<file path="src/rtl/lbus_pkg.sv">
// Shared local-bus constants and the write-arbiter state encoding.
package lbus_pkg;

    localparam logic [1:0] LBUS_OP_IDLE = 2'b00;
    localparam logic [1:0] LBUS_OP_WR   = 2'b01;
    localparam logic [1:0] LBUS_OP_RD   = 2'b10;

    localparam int NUM_CHL = 4;
    localparam int CHL_W   = 2;

    typedef enum logic [1:0] {
        ST_RUN   = 2'd0,
        ST_STALL = 2'd1,
        ST_DRAIN = 2'd2,
        ST_DONE  = 2'd3
    } arb_state_t;

endpackage

</file>
<file path="src/rtl/lbus_rr_pick.sv">
// Combinational 4-way round-robin picker: first requester after 'last', wrapping.
module lbus_rr_pick
    import lbus_pkg::*;
(
    input  logic [NUM_CHL-1:0] req,
    input  logic [CHL_W-1:0]   last,
    output logic [NUM_CHL-1:0] gnt_onehot,
    output logic [CHL_W-1:0]   gnt_idx,
    output logic               any
);

    logic [CHL_W-1:0] cand;

    // NOTE: every always_comb output gets a default first, so no path can infer a latch.
    always_comb begin
        gnt_onehot = '0;
        gnt_idx    = '0;
        any        = 1'b0;
        cand       = '0;
        for (int i = 1; i <= NUM_CHL; i++) begin
            cand = last + CHL_W'(i);
            if (!any && req[cand]) begin
                any              = 1'b1;
                gnt_idx          = cand;
                gnt_onehot[cand] = 1'b1;
            end
        end
    end

endmodule

</file>
<file path="src/rtl/lbus_wr_arbiter.sv">
// Credit-limited round-robin arbiter for the local bus master write path,
// plus read-side demux, busy fold and a drain handshake.
module lbus_wr_arbiter
    import lbus_pkg::*;
#(
    parameter int BUF_DEPTH = 3,
    parameter int CRD_W     = 2
) (
    input  logic                 Clk,
    input  logic                 Reset,
    input  logic [NUM_CHL-1:0]   chl_en,
    input  logic [NUM_CHL-1:0]   req_valid,
    input  logic [8*NUM_CHL-1:0] req_data,
    output logic [NUM_CHL-1:0]   req_ready,
    output logic [7:0]           mst_rx_data,
    output logic                 mst_rx_data_valid,
    output logic [CHL_W-1:0]     mst_rx_chl,
    input  logic                 mon_lbus_en,
    input  logic [1:0]           mon_lbus_op,
    input  logic [7:0]           mst_tx_data,
    input  logic                 mst_tx_data_valid,
    input  logic [CHL_W-1:0]     mst_tx_chl,
    output logic [7:0]           chl_rd_data,
    output logic [NUM_CHL-1:0]   chl_rd_valid,
    input  logic [NUM_CHL-1:0]   chl_busy,
    output logic                 mst_tx_busy,
    input  logic                 drain_req,
    output logic                 drain_done,
    output logic                 err_crd
);

    localparam logic [CRD_W-1:0] CRD_MAX = CRD_W'(BUF_DEPTH);
    localparam logic [CRD_W-1:0] CRD_ONE = CRD_W'(1);

    arb_state_t         state_q, state_d;
    logic [CRD_W-1:0]   credits_q, credits_d;
    logic [CHL_W-1:0]   rr_last_q;
    logic [NUM_CHL-1:0] pick_onehot;
    logic [CHL_W-1:0]   pick_idx;
    logic               pick_any;
    logic               wr_strobe;
    logic               grant;
    logic               crd_overflow;

    lbus_rr_pick u_pick (
        .req        (req_valid & chl_en),
        .last       (rr_last_q),
        .gnt_onehot (pick_onehot),
        .gnt_idx    (pick_idx),
        .any        (pick_any)
    );

    assign wr_strobe   = mon_lbus_en && (mon_lbus_op == LBUS_OP_WR);
    assign grant       = (state_q == ST_RUN) && !drain_req && (credits_q != '0) && pick_any;
    assign req_ready   = grant ? pick_onehot : '0;
    assign mst_tx_busy = |chl_busy;

    // A grant consumes a buffer slot and a bus write strobe frees one; both cancel.
    always_comb begin
        credits_d    = credits_q;
        crd_overflow = 1'b0;
        if (grant && !wr_strobe) begin
            credits_d = credits_q - CRD_ONE;
        end else if (!grant && wr_strobe) begin
            if (credits_q == CRD_MAX) crd_overflow = 1'b1;
            else                      credits_d    = credits_q + CRD_ONE;
        end
    end

    always_comb begin
        state_d = state_q;
        unique case (state_q)
            ST_RUN: begin
                if (drain_req)              state_d = ST_DRAIN;
                else if (credits_d == '0)   state_d = ST_STALL;
            end
            ST_STALL: begin
                if (drain_req)              state_d = ST_DRAIN;
                else if (credits_d != '0)   state_d = ST_RUN;
            end
            ST_DRAIN: begin
                if (credits_q == CRD_MAX && !mst_rx_data_valid) state_d = ST_DONE;
            end
            ST_DONE: begin
                if (!drain_req)             state_d = ST_RUN;
            end
            default:                        state_d = ST_RUN;
        endcase
    end

    // NOTE: sequential state uses non-blocking assignments only; reset is synchronous here.
    always_ff @(posedge Clk) begin
        if (Reset) begin
            state_q           <= ST_RUN;
            credits_q         <= CRD_MAX;
            rr_last_q         <= '1;
            err_crd           <= 1'b0;
            drain_done        <= 1'b0;
            mst_rx_data       <= '0;
            mst_rx_chl        <= '0;
            mst_rx_data_valid <= 1'b0;
            chl_rd_data       <= '0;
            chl_rd_valid      <= '0;
        end else begin
            state_q           <= state_d;
            credits_q         <= credits_d;
            err_crd           <= err_crd | crd_overflow;
            drain_done        <= (state_q == ST_DRAIN) && (state_d == ST_DONE);
            mst_rx_data_valid <= grant;
            if (grant) begin
                rr_last_q   <= pick_idx;
                mst_rx_chl  <= pick_idx;
                mst_rx_data <= req_data[{pick_idx, 3'b000} +: 8];
            end
            if (mst_tx_data_valid) chl_rd_data <= mst_tx_data;
            chl_rd_valid <= mst_tx_data_valid ? (NUM_CHL'(1) << mst_tx_chl) : '0;
        end
    end

endmodule

</file>
<file path="config.mk">
export PLATFORM = sky130hd
export DESIGN_NAME = lbus_wr_arbiter
export DESIGN_NICKNAME = d
export VERILOG_FILES = /design/src/rtl/lbus_pkg.sv /design/src/rtl/lbus_rr_pick.sv /design/src/rtl/lbus_wr_arbiter.sv
export SDC_FILE = /design/constraint.sdc
export NUM_CORES = 1
export LEC_CHECK = 0
export ABC_AREA = 1
export CORE_ASPECT_RATIO = 1.4
export CORE_MARGIN = 3
export CORE_UTILIZATION = 42
export CTS_BUF_LIST = sky130_fd_sc_hd__clkbuf_8
export CTS_CLUSTER_SIZE = 24
export DETAILED_ROUTE_END_ITERATION = 10
export PLACE_DENSITY = 0.79
export SLEW_MARGIN = 30
export SYNTH_ARGS = -nofsm -noshare
export SYNTH_HDL_FRONTEND = slang
export SYNTH_SLANG_ARGS = --single-unit
</file>
<file path="constraint.sdc">
create_clock -name Clk -period 4 [get_ports Clk]
set_input_delay 0.6 -clock Clk [delete_from_list [all_inputs] [get_ports Clk]]
set_output_delay 0.6 -clock Clk [all_outputs]
set_load 0.02 [all_outputs]
</file>
# Word-level counts from Yosys, hierarchy flattened
# Index checks and enable logic that the tools add are counted.
[op_classes] addsub=5 magnitude_cmp=8 n_eq_ne=6 n_shift=2 mux=42 bitwise=6 n_reduce_logical=28
[ops] cell="$shiftx 32x6->8" count=1
[ops] cell="$mux 2" count=13
[ops] cell="$mux 4" count=5
[ops] cell="$logic_and 1x1->1" count=15
[ops] cell="$mux 1" count=15
[ops] cell="$lt 2x3->1 const B" count=4
[ops] cell="$or 4x4->4" count=3
[ops] cell="$bmux 1 s2" count=4
[ops] cell="$demux 1 s2" count=4
[ops] cell="$eq 2x2->1 const B" count=4
[ops] cell="$ge 2x1->1 const B" count=4
[ops] cell="$pmux 2 s4" count=1
[ops] cell="$logic_not 1->1" count=7
[ops] cell="$add 2x1->2 const B" count=2
[ops] cell="$add 2x2->2 const B" count=2
[ops] cell="$and 4x4->4" count=1
[ops] cell="$eq 2x1->1 const B" count=2
[ops] cell="$logic_not 2->1" count=2
[ops] cell="$reduce_bool 2->1" count=2
[ops] cell="$reduce_or 4->1" count=1
[ops] cell="$shl 1x2->4 const A" count=1
[ops] cell="$reduce_or 2->1" count=1
[ops] cell="$sub 2x1->2 const B" count=1
[ops] cell="$not 1->1" count=1
[ops] cell="$or 1x1->1" count=1
[totals] register_bits=31 inputBits=61 word_cells=107

# Logic depth before layout (Yosys ltp)
[depth] ltp_word=24 ltp_mapped=19 ltp_nobuf=17

# Cells and area by module
# Synthesis repeated with hierarchy kept, for this count alone.
[hier_totals] cells_unflattened=300 area_unflattened_um2=2075.7
[by_module_without_submodules] mod="lbus_wr_arbiter" instances=1 cells_each=219 area_per_inst_um2=1540.2 seq_area_each_um2=620.6
[by_module_without_submodules] mod="lbus_rr_pick" instances=1 cells_each=81 area_per_inst_um2=535.5 seq_area_each_um2=0.0

# Least setup slack after synthesis
# OpenSTA, ideal clock, no wires.
[synth_path] kind="register to output" from="reg rr_last_q[1]" to="out req_ready[2]" arrival_ns=2.093 t_required_ns=3.400 path_slack_ns=1.307 path_stages_with_launch=10 n_path_buf=0 path_cell_list="dfxtp_1 > inv_1 > ha_1 > inv_1 > nand3_2 > nand2_4 > nand2_4 > nor3_4 > nand2_1 > a21oi_1"
[synth_via] elab_chain_len=15
[synth_rtl] element="from (decl)" line="lbus_wr_arbiter.sv:37" text="logic [CHL_W-1:0] rr_last_q;"
[synth_rtl] element="from (signal assigned)" line="lbus_wr_arbiter.sv:111" text="rr_last_q <= pick_idx;"
[synth_rtl] element="parallel branches: the longest is 14 deep, another holds $lt 2x3->1"
[synth_rtl] element="$mux 4 (*)" line="lbus_wr_arbiter.sv:55" text="assign req_ready = grant ? pick_onehot : '0;"
[synth_rtl] element="to (decl)" line="lbus_wr_arbiter.sv:14" text="output logic [NUM_CHL-1:0] req_ready,"
# Every way passes the cells marked *. The select of a mux whose other input is x is not followed.

# Worst setup path in the final report
# Same ends and word-level chain as after synthesis.

==> out/results.txt <==
run status: complete, no violations
worst reg2reg path startpoint: rr_last_q[1]
Final TNS setup: 0 ps
Clock Latency Late Sink: 280 ps
Yosys top cell by area: dfxtp_1
crit-path max cell delay: 620 ps
Die Height: 90.45 µm
first-pass GRT wire length: 9.715 mm
flops & latches, synth: 31
Critical path origin: rr_last_q[1]
Yosys cell types: 35
port bufs: 90
DR vias/cell: 4.905
CTS Hold Buffers Added: 0
share of cells above drive strength 1: 8.824%
core area: 4880 µm²
RePlAce Congestion: 0.8735
HP Start: mst_rx_chl[1]
Die X: 66.32 µm
worst min path class: register to register
clock skew: 2.490 ps
H-tree depth: 2
Pwr Total: 0.001788 W
post-synth top area share: 29.01%
synth warn: 0
crit path capture type: primary output
number of antenna-violating nets in the routed design: 0
clk buf depth: 2
Finish-stage setup viols: 0
Pre-antenna DRT Iters: 4
unrepaired setup endpoints after global routing: no
crit start category: register
Clock transition at path regs: 60 ps
Area growth syn-to-layout: 48.13%
Clock Sinks: 31
Worst EP arrival: 3050 ps
post-synthesis cell area: 2140 µm²
most frequent cells in the layout: 90 x clkdlybuf4s50_1, 60 x nand2_1, 49 x inv_1
Row Count: 30
leakage power: 1.494 nW
number of max-cap violations: 0
Tcrit/Tclk final: 91.28%
vias in the first global route: 2176
Final #Nets: 480
met3 Track Usage GR: 4.732%
Synth area leaders: dfxtp_1 29%, nand2_1 11%, inv_1 8.6%, nand3_1 8.4%, nor2_1 8.2%
slowest CP cell: clkdlybuf4s50_1
commonest non-fill, non-tap cell in the layout: clkdlybuf4s50_1
I/O pins: 91
Die Area: 5999 µm²
overall routing resource usage: 20.51%
Max IR drop VDD: 0.3011 mV
Post-CTS Setup Repair Bufs: 0
Tmin final: 3651 ps
Post-Syn Nets: 391
Resize count post-CTS: 0
first-iteration detailed-routing DRC count: 204
Worst Max-Slew Pin Slew: 545.4 ps
post-synthesis cell count: 318
EDFF count, synth: 0
diode count: 0
Cell Pwr Density: 564.2 nW/µm²
sequential share of the synthesized area: 29.01%
largest net degree at the start of global routing: 26
most crowded layer after global routing: met2
Slew Limit Fails: 0
worst path required time: 3400 ps
CTS tree: built
Primary FF master, synth: dfxtp_1
Initial Utilization: 43.85%
CP max FO: 8
CTS root buffer: clkbuf_8
Detail Placement HPWL: 4.660 mm
number of remaining DRC errors: 0
CP cell instances: inv_1 > ha_1 > inv_1 > nand3_2 > nand2_4 > nand2_4 > nor2_2 > a221oi_1 > a21oi_1 > clkdlybuf4s50_1
relative slew slack: 63.60%
drt wl/cell: 12.38 µm
via count: 2315
met2 Use GR: 35.54%
initial antenna violation count: 0
asr flop ratio synth: 0%
syn avg cell area: 6.728 µm²
Num CTS Buffers: 5
Setup CP Type: register to primary output
GR Layer Usage met1: 22.40%
gr ovfl total: 0
fmax: 0.2739 GHz
final hold vios: 0
final WL: 5.841 mm
[cell type report]
cell class	count	area [µm²]
clock buffer	7	96.34
clock inverter	1	7.507
fill	456	1710
inverter	56	217.7
multi-input combinational	222	1239
sequential	31	620.6
tap	64	80.08
timing repair buffer	91	908.4
[cell families (layout without fill, tap and decap cells)]
family,count (synthesis),in the layout,share of synthesized area [%]
simple gates,176,176,40.18
buf+inv,65,155,13.10
flops,31,31,29.01
fa+ha+maj,12,12,7.017
compound gates,34,34,10.70
[cells in the mapped netlist, types with 5 or more instances]
cell type / instances
nand3_1: 36
inv_2: 5
nand2_1: 60
o21ai_1: 6
nor2_1: 47
dfxtp_1: 31
nand2_2: 5
inv_1: 49
nand4_1: 11
o21ai_0: 9
ha_1: 12
[critical path: cells and delay by family, from the launching register on]
family,cells,cell delay (ps)
simple gates,4,570
compound gates,2,300
buf+inv,3,990
flops,1,510
fa+ha+maj,1,400
[through the flow]
stage,instances,util [%],hold WS (ps),instance area [µm²],setup slack (ps)
CTS,472,64.95,472.2,3169,344.4
detailed placement,464,62.82,459.8,3065,611.1
finish,472,64.95,473.3,3169,348.9
floorplan,318,-,494.3,2140,1307
global route,472,64.95,502.6,3169,37.79
global placement,464,62.82,456.4,3065,624.9
[flip-flops by register name, summed over array words and instances, names as in the netlist]
register           count
state_q                2
mst_rx_data            8
err_crd                1
mst_rx_data_valid      1
mst_rx_chl             2
chl_rd_data            8
rr_last_q              2
chl_rd_valid           4
credits_q              2
drain_done             1
[layer usage]
layer	part of all wire, %	vias to the layer above
met4	4.1	0
li1	-	1201
met5	0	-
met1	37	1004
met3	6.7	22
met2	52	88
[report_power, final]
| group | leakage, nW | switching [W] | internal (W) |
|---|---|---|---|
| registers | 0.256 | 0.0000400 | 0.000365 |
| logic | 1.19 | 0.000691 | 0.000417 |
| clock network | 0.0505 | 0.000119 | 0.000156 |
| total | 1.49 | 0.000850 | 0.000938 |
[worst paths after layout]
path / end / slack (ps) / cells past startpoint
max reg2reg: state_q[0] / 1110 / 15
min reg2reg: mst_rx_chl[1] / 470 / 2
max: req_ready[2] / 350 / 10
min: mst_rx_chl[1] / 470 / 2
(Power assumes the default switching activity.)
